`src/rtl/amisha_wallace_mac.sv`:
```
// ---------------------------------------------------------------------------
// amisha_4bit_wallace
//   Unsigned 4x4 Wallace-tree multiplier. The sixteen partial products are
//   compressed in two carry-save layers of half/full adders down to two rows,
//   which a final carry-propagate add turns into the 8-bit product.
//   Ports:
//     a       in   4  multiplicand, unsigned
//     b       in   4  multiplier, unsigned
//     product out  8  a*b (0..225)
// ---------------------------------------------------------------------------
module amisha_4bit_wallace (
   input  logic [3:0] a,
   input  logic [3:0] b,
   output logic [7:0] product
);

   // Half adder: returns {carry, sum}.
   function automatic logic [1:0] half_add(input logic x, input logic y);
      return {x & y, x ^ y};
   endfunction

   // Full adder: returns {carry, sum}.
   function automatic logic [1:0] full_add(input logic x, input logic y, input logic z);
      return {(x & y) | (x & z) | (y & z), x ^ y ^ z};
   endfunction

   // pp_s[i][j] = a[j] & b[i], weight 2^(i+j)
   logic [3:0] pp_s [4];

   // Layer-1 compressors, named by the column weight of their sum bit.
   logic [1:0] l1_w1_s;
   logic [1:0] l1_w2_s;
   logic [1:0] l1_w3_s;
   logic [1:0] l1_w4_s;
   logic [1:0] l1_w5_s;

   // Layer-2 compressors.
   logic [1:0] l2_w3_s;
   logic [1:0] l2_w4_s;
   logic [1:0] l2_w5_s;
   logic [1:0] l2_w6_s;

   logic [7:0] row_x_s;
   logic [7:0] row_y_s;

   // Partial-product generation: one AND row per multiplier bit.
   always_comb begin
      for (int i = 0; i < 4; i++) begin
         pp_s[i] = a & {4{b[i]}};
      end
   end

   // Layer 1: column heights 1,2,3,4,3,2,1 reduced to at most 3.
   assign l1_w1_s = half_add(pp_s[0][1], pp_s[1][0]);
   assign l1_w2_s = full_add(pp_s[0][2], pp_s[1][1], pp_s[2][0]);
   assign l1_w3_s = full_add(pp_s[0][3], pp_s[1][2], pp_s[2][1]);
   assign l1_w4_s = full_add(pp_s[1][3], pp_s[2][2], pp_s[3][1]);
   assign l1_w5_s = half_add(pp_s[2][3], pp_s[3][2]);

   // Layer 2: column 3 still holds three bits; the half adders on 4..6 keep
   // the incoming carries from stacking a third bit into the next column.
   assign l2_w3_s = full_add(l1_w2_s[1], l1_w3_s[0], pp_s[3][0]);
   assign l2_w4_s = half_add(l1_w3_s[1], l1_w4_s[0]);
   assign l2_w5_s = half_add(l1_w4_s[1], l1_w5_s[0]);
   assign l2_w6_s = half_add(l1_w5_s[1], pp_s[3][3]);

   // Two remaining rows for the carry-propagate adder.
   assign row_x_s = {l2_w6_s[1], l2_w6_s[0], l2_w5_s[0], l2_w4_s[0],
                     l2_w3_s[0], l1_w2_s[0], l1_w1_s[0], pp_s[0][0]};
   assign row_y_s = {1'b0, l2_w5_s[1], l2_w4_s[1], l2_w3_s[1],
                     1'b0, l1_w1_s[1], 1'b0, 1'b0};

   // The true product never exceeds 225, so the 8-bit add cannot wrap.
   assign product = row_x_s + row_y_s;

endmodule

// ---------------------------------------------------------------------------
// amisha_wallace_mac
//   Multiply-accumulate stage: accepts LEN unsigned 4-bit operand pairs over a
//   valid/ready handshake, sums their products modulo 2^ACC_W and presents
//   the dot product (with a sticky carry-out flag) over a second handshake.
//   Parameters:
//     ACC_W  accumulator/result width (8..32)
//     LEN    products per result (1..255)
//   Ports:
//     clk             in   1      rising-edge clock
//     rst             in   1      asynchronous active-high reset
//     Data_in_valid   in   1      operand pair present
//     Data_in_ready   out  1      pair can be accepted (IDLE/ACCUM only)
//     Data_in_A       in   4      multiplicand
//     Data_in_B       in   4      multiplier
//     Data_out_valid  out  1      result available (DONE)
//     Data_out_ready  in   1      downstream takes the result
//     Data_out_Acc    out  ACC_W  sum of LEN products mod 2^ACC_W
//     Data_out_Ovf    out  1      some addition of this result carried out
// ---------------------------------------------------------------------------
module amisha_wallace_mac #(
   parameter int ACC_W = 12,
   parameter int LEN   = 4
) (
   input  logic             clk,
   input  logic             rst,
   input  logic             Data_in_valid,
   output logic             Data_in_ready,
   input  logic [3:0]       Data_in_A,
   input  logic [3:0]       Data_in_B,
   output logic             Data_out_valid,
   input  logic             Data_out_ready,
   output logic [ACC_W-1:0] Data_out_Acc,
   output logic             Data_out_Ovf
);

   localparam int CNT_W = $clog2(LEN + 1);

   typedef enum logic [1:0] {
      IDLE  = 2'd0,
      ACCUM = 2'd1,
      FLUSH = 2'd2,
      DONE  = 2'd3
   } state_t;

   state_t           state_r;
   state_t           next_state_s;
   logic [CNT_W-1:0] count_r;
   logic [CNT_W-1:0] count_inc_s;
   logic             last_s;
   logic             open_s;
   logic             accept_s;
   logic             release_s;

   logic [3:0]       op_a_r;
   logic [3:0]       op_b_r;
   logic             op_v_r;
   logic [7:0]       product_s;

   logic [ACC_W-1:0] acc_r;
   logic             ovf_r;
   logic [ACC_W:0]   sum_s;
   logic [ACC_W-1:0] next_acc_s;
   logic             next_ovf_s;

   logic             out_valid_r;
   logic [ACC_W-1:0] out_acc_r;
   logic             out_ovf_r;

   amisha_4bit_wallace u_mult (
      .a       (op_a_r),
      .b       (op_b_r),
      .product (product_s)
   );

   // Input window: open in IDLE and ACCUM only.
   always_comb begin
      open_s = 1'b0;
      case (state_r)
         IDLE, ACCUM: open_s = 1'b1;
         default:     open_s = 1'b0;
      endcase
   end

   // Ready is forced low while rst is asserted even though state is IDLE.
   assign Data_in_ready = open_s & ~rst;
   assign accept_s      = Data_in_valid & Data_in_ready;
   assign count_inc_s   = count_r + CNT_W'(1'b1);
   assign last_s        = (count_inc_s == CNT_W'(LEN));
   assign release_s     = (state_r == DONE) & Data_out_ready;

   // Product zero-extended to ACC_W+1 bits so the top bit is the carry-out.
   assign sum_s = {1'b0, acc_r} + {{(ACC_W - 7){1'b0}}, product_s};

   // Accumulator update value: add only when stage 2 holds a valid pair.
   always_comb begin
      next_acc_s = acc_r;
      next_ovf_s = ovf_r;
      if (op_v_r) begin
         next_acc_s = sum_s[ACC_W-1:0];
         next_ovf_s = ovf_r | sum_s[ACC_W];
      end else begin
         next_acc_s = acc_r;
         next_ovf_s = ovf_r;
      end
   end

   // Next-state logic; the LEN-th transfer goes straight to FLUSH (also from IDLE when LEN=1).
   always_comb begin
      next_state_s = state_r;
      case (state_r)
         IDLE, ACCUM: begin
            if (accept_s) begin
               if (last_s) begin
                  next_state_s = FLUSH;
               end else begin
                  next_state_s = ACCUM;
               end
            end else begin
               next_state_s = state_r;
            end
         end
         FLUSH: next_state_s = DONE;
         DONE: begin
            if (Data_out_ready) begin
               next_state_s = IDLE;
            end else begin
               next_state_s = DONE;
            end
         end
         default: next_state_s = IDLE;
      endcase
   end

   // State register.
   always_ff @(posedge clk or posedge rst) begin
      if (rst) begin
         state_r <= IDLE;
      end else begin
         state_r <= next_state_s;
      end
   end

   // Transfer counter: counts accepted pairs, cleared as the vector closes.
   always_ff @(posedge clk or posedge rst) begin
      if (rst) begin
         count_r <= '0;
      end else if (state_r == FLUSH) begin
         count_r <= '0;
      end else if (accept_s) begin
         count_r <= count_inc_s;
      end
   end

   // Stage 1: operand registers; op_v drops on any edge without a transfer.
   always_ff @(posedge clk or posedge rst) begin
      if (rst) begin
         op_a_r <= 4'd0;
         op_b_r <= 4'd0;
         op_v_r <= 1'b0;
      end else begin
         op_v_r <= accept_s;
         if (accept_s) begin
            op_a_r <= Data_in_A;
            op_b_r <= Data_in_B;
         end
      end
   end

   // Stage 2: accumulator and sticky carry flag, cleared when the result is taken.
   always_ff @(posedge clk or posedge rst) begin
      if (rst) begin
         acc_r <= '0;
         ovf_r <= 1'b0;
      end else if (release_s) begin
         acc_r <= '0;
         ovf_r <= 1'b0;
      end else begin
         acc_r <= next_acc_s;
         ovf_r <= next_ovf_s;
      end
   end

   // Result registers: loaded with the final sum on the FLUSH edge, held until the next load.
   always_ff @(posedge clk or posedge rst) begin
      if (rst) begin
         out_valid_r <= 1'b0;
         out_acc_r   <= '0;
         out_ovf_r   <= 1'b0;
      end else if (state_r == FLUSH) begin
         out_valid_r <= 1'b1;
         out_acc_r   <= next_acc_s;
         out_ovf_r   <= next_ovf_s;
      end else if (release_s) begin
         out_valid_r <= 1'b0;
      end
   end

   assign Data_out_valid = out_valid_r;
   assign Data_out_Acc   = out_acc_r;
   assign Data_out_Ovf   = out_ovf_r;

endmodule

```
`config.mk`:
```
export PLATFORM = sky130hd
export DESIGN_NAME = amisha_wallace_mac
export DESIGN_NICKNAME = d
export VERILOG_FILES = /design/src/rtl/amisha_wallace_mac.sv
export SDC_FILE = /design/constraint.sdc
export NUM_CORES = 1
export LEC_CHECK = 0
export ABC_AREA = 1
export CAP_MARGIN = 20
export CORE_ASPECT_RATIO = 1.25
export CORE_MARGIN = 2
export CORE_UTILIZATION = 61
export DETAILED_ROUTE_END_ITERATION = 6
export PLACE_DENSITY = 0.85
export SYNTH_ARGS = -nofsm -noshare
export SYNTH_HDL_FRONTEND = slang
export SYNTH_SLANG_ARGS = --single-unit
```
`constraint.sdc`:
```
create_clock -name clk -period 10 [get_ports clk]
set_input_delay 2 -clock clk [delete_from_list [all_inputs] [get_ports clk]]
set_output_delay 2 -clock clk [all_outputs]
set_load 0.05 [all_outputs]
```
After elaboration in Yosys (flattened, before gate mapping)
Index checks and enable logic that the tools add are counted.
{"block": "word_totals", "reg_bits": 41, "output_inout_bits": 15, "elab_cells": 82}
{"block": "classes", "n_addsub": 3, "n_eq_ne": 5, "mux": 13, "bitwise_logic": 47, "reduce_logical": 4}
{"operator": "$mux 12", "count": 2}
{"operator": "$and 1x1->1", "count": 20}
{"operator": "$and 4x4->4", "count": 4}
{"operator": "$add 12x8->13", "count": 1}
{"operator": "$xor 1x1->1", "count": 13}
{"operator": "$or 1x1->1", "count": 9}
{"operator": "$add 8x7->8", "count": 1}
{"operator": "$mux 2", "count": 3}
{"operator": "$mux 3", "count": 2}
{"operator": "$pmux 2 s3", "count": 1}
{"operator": "$mux 1", "count": 5}
{"operator": "$eq 2x2->1 const B", "count": 2}
{"operator": "$reduce_bool 2->1", "count": 2}
{"operator": "$add 3x1->3 const B", "count": 1}
{"operator": "$eq 3x3->1 const B", "count": 1}
{"operator": "$eq 2x1->1 const B", "count": 1}
{"operator": "$logic_not 2->1", "count": 1}
{"operator": "$ne 2x2->1 const B", "count": 1}
{"operator": "$reduce_or 2->1", "count": 1}
{"operator": "$not 1->1", "count": 1}

Longest topological paths before layout
{"block": "depth", "depth_word": 12, "mapped_depth": 23, "ltp_nobuf": 23}

Modules after synthesis
A second synthesis with hierarchy kept.
{"block": "unflattened", "cells_unflattened": 338, "area_unflattened_um2": 2605.0}
{"mod": "amisha_wallace_mac", "instances": 1, "cells_per_inst": 267, "area_per_inst_um2": 2157.1, "seq_area_each_um2": 1026.0}
{"mod": "amisha_4bit_wallace", "instances": 1, "cells_per_inst": 71, "area_per_inst_um2": 447.9, "seq_area_each_um2": 0.0}

Worst setup path before layout
No wires, ideal clock.
{"block": "synth_timing", "path_type": "input to output", "from": "input port rst", "to": "output port Data_in_ready", "arrival_ps": 2674, "path_slack_ps": 5326, "cell_stages": 1, "n_path_buf": 0, "path_cell_list": "nor2_1"}
{"block": "synth_between", "elab_chain_cells": 2}
{"item": "from (decl)", "line_no": "103", "rtl": "input logic rst,"}
{"item": "$not 1->1", "line_no": "163", "rtl": "assign Data_in_ready = open_s & ~rst;"}
{"item": "$and 1x1->1", "line_no": "163"}
{"item": "to (decl)", "line_no": "105", "rtl": "output logic Data_in_ready,"}
Every way passes these cells.

Final worst setup path
Ends and elaborated chain as after synthesis.

==> metrics.txt <==
Syn Nets 371; Avg Vias per Cell 5.13; final worst setup slack 4630 ps; nets 397; asr flop ratio synth 100%; power density cells 321 mW/mm^2; boundary pin count 27; Filler cells 310; clk slew on worst S/H paths 80 ps; EDFF count, synth 0; WL per Instance 12.3 um; vias 2140; Post-Synth Simple-Gate Area 29.5%; leading cell type by number of instances after synthesis nand2_1; pin count of the biggest net entering global routing 42; CP Capture Type output pin; f_max 0.186 GHz; drt first-iter violations 77; largest cells by area after synthesis dfrtp_1 (40%), nand2_1 (17%), ha_1 (9.7%); XOR/XNOR Fraction of Synth Area 2.37%; largest family of logic cells by synthesized area simple AND/OR/NAND/NOR gates; Gate Count Post-Synth 334; Most used DFF post-synth dfrtp_1; row count 26; pre-CTS setup slack 4630 ps; worst IR drop on VDD 231 uV; status finished, final reports clean; Post-Route Setup TNS 0 ps; Root Driver clkbuf_8; critical setup path kind input pin to output pin; Cell variety after synth 32; Final ANT Viol Nets 0; Gates resized, CTS repair 0; Initial Util 63.6%; final setup violation count 0; Synth Area in Compound Gates 5.76%; port buffer count 26; setup bufs post-CTS 0; HP Class flop to flop; core area 0.00407 mm^2; layout cells sized above 1 8.03%; Multi-input gate area 0.00133 mm^2; # diodes 0; post-synth top area share 39.7%; CP Data Required Time 8000 ps; CTS Buf Count 5; GRT Total Usage 23.7%; initial antenna violation count 0; vias in the first global route 2140; CTS tree done; commonest cells in the netlist nand2_1 (118), inv_1 (46), dfrtp_1 (41), nor2_1 (23), ha_1 (20); Layout area overhead 15.9%; Horiz. Die Dim 62.2 um; hpwl dp 3.72 mm; Routed Wire Length 5.12 mm; register area 0.00103 mm^2; final hold slack 485 ps; crit share post-route 53.7%; CP max FO 2; residual overflow from global routing 0; total power 962 uW; first-pass GRT wire length 8.96 mm; cts hold-fix bufs 0; max_cap viols 0; Seq/Total Area, Yosys 39.7%; yosys warns 0; CTS Sinks 41; RSZ-0062 raised after global routing false; nature of the critical path startpoint input pin; Die Ht 76.8 um; Synth Area in Adders 13.5%; synthesized area per cell 7.74 um^2; Least-Margin Pin Slew 755 ps; Pleak 0.00168 uW; DIE AREA 0.00478 mm^2; Post-route DRC 0; mux cell area share after synthesis 0.387%; FF+latch count, synth 41; Setup Skew 4.35 ps; area leader, netlist dfrtp_1; Max Slew Vio Count 0; final hold vios 0; DRT Pass-1 Iters 5; Rel. slew slack 49.5%; WP data arrival 3370 ps; clock buffer depth 2; H-tree levels 2; post-synthesis cell area 0.00259 mm^2; Placer Congestion 0.855; Skew-Pair Late Insertion Delay 300 ps; min cycle time layout 5370 ps
## path summary, 6_finish.rpt
path / start / end / slack, ps / cells past startpoint
setup reg to reg: op_b_r[0]$_DFFE_PP0P_ / Data_out_Acc[11]$_DFFE_PP0P_ / 6220 / 23
hold reg to reg: Data_out_Acc[10]$_DFFE_PP0P_ / Data_out_Acc[10]$_DFFE_PP0P_ / 490 / 2
setup / recovery: rst / Data_in_ready / 4630 / 3
hold / removal: Data_out_Acc[10]$_DFFE_PP0P_ / Data_out_Acc[10]$_DFFE_PP0P_ / 490 / 2
min in group asynchronous: rst / state_r[0]$_DFFE_PP0P_ / 2170 / 3
max in group asynchronous: rst / Data_out_Acc[10]$_DFFE_PP0P_ / 7480 / 3
## report_power, final
part	switching, uW	internal, uW	leakage (uW)
logic	343	196	0.00113
registers	48.9	232	0.000491
clock network	60.5	81.2	0.0000574
total	452	510	0.00168
## critical path, stage by stage
cell and delay, ps:
clkdlybuf4s50_1 420, nor2_1 130, clkdlybuf4s50_1 820
## routing by layer
metal  track usage, %  part of all wire, %  vias up  wire, um
met1             28.4                   44     1006      2270
met2             42.5                   50       46      2550
li1                 -                    -     1078         -
met4             9.11                  2.2        0       112
met5                0                    0        -         0
met3             3.96                  3.6       10       186
## stage by stage
stage / instance area [um^2] / util (%) / cells
final: 3000 / 73.7 / 417
after global routing: 3000 / 73.7 / 417
after CTS: 3000 / 73.7 / 417
after detailed placement: 2880 / 70.7 / 409
after global placement: 2880 / 70.7 / 409
after floorplan: 2590 / - / 334
## cell families (layout without fill, tap and decap cells)
logic type               count (synthesis)  in the layout
XOR/XNOR                                 7              7
buffers and inverters                   56             83
multiplexers                             1              1
AND/OR/NAND/NOR                        178            178
AO/OA/AOI/OAI                           26             26
adder cells (fa/ha/maj)                 25             25
flip-flops                              41             41
## registers in the layout (all words and copies together), names as in the netlist
register        flops
Data_out_Acc       12
Data_out_Ovf        1
Data_out_valid      1
acc_r              12
count_r             3
op_a_r              4
op_b_r              4
op_v_r              1
ovf_r               1
state_r             2
## cell usage in the layout (no fill, tap or decap)
cell,netlist,layout
a21boi_0,1,1
a21oi_1,7,7
a31oi_1,1,1
and2_4,1,1
buf_4,1,1
bufinv_16,0,1
clkbuf_8,0,6
clkdlybuf4s50_1,0,26
clkinvlp_4,0,1
dfrtp_1,41,41
fa_1,5,5
ha_1,20,20
inv_1,46,46
inv_2,2,2
mux2i_1,1,1
nand2_1,118,118
nand2_2,2,2
nand2_4,1,1
nand3_1,19,19
nand3_2,4,4
nand3b_1,1,1
nor2_1,23,23
nor2_2,4,4
nor3_1,1,1
o21ai_0,10,10
o21ai_1,1,1
o21ai_2,2,2
o21bai_1,2,2
o22ai_1,2,2
or2_2,3,3
or2_4,1,1
xnor2_1,3,3
xor2_1,4,4
## area by class of cell
| cell class | count | area share [%] |
|---|---|---|
| clock buffer | 6 | 2.76 |
| clock inverter | 2 | 1.25 |
| inverter | 48 | 6.01 |
| multi-input combinational | 237 | 44.5 |
| sequential | 41 | 34.2 |
| tap | 56 | 2.34 |
| timing repair buffer | 27 | 8.94 |
(Power assumes the default switching activity.)
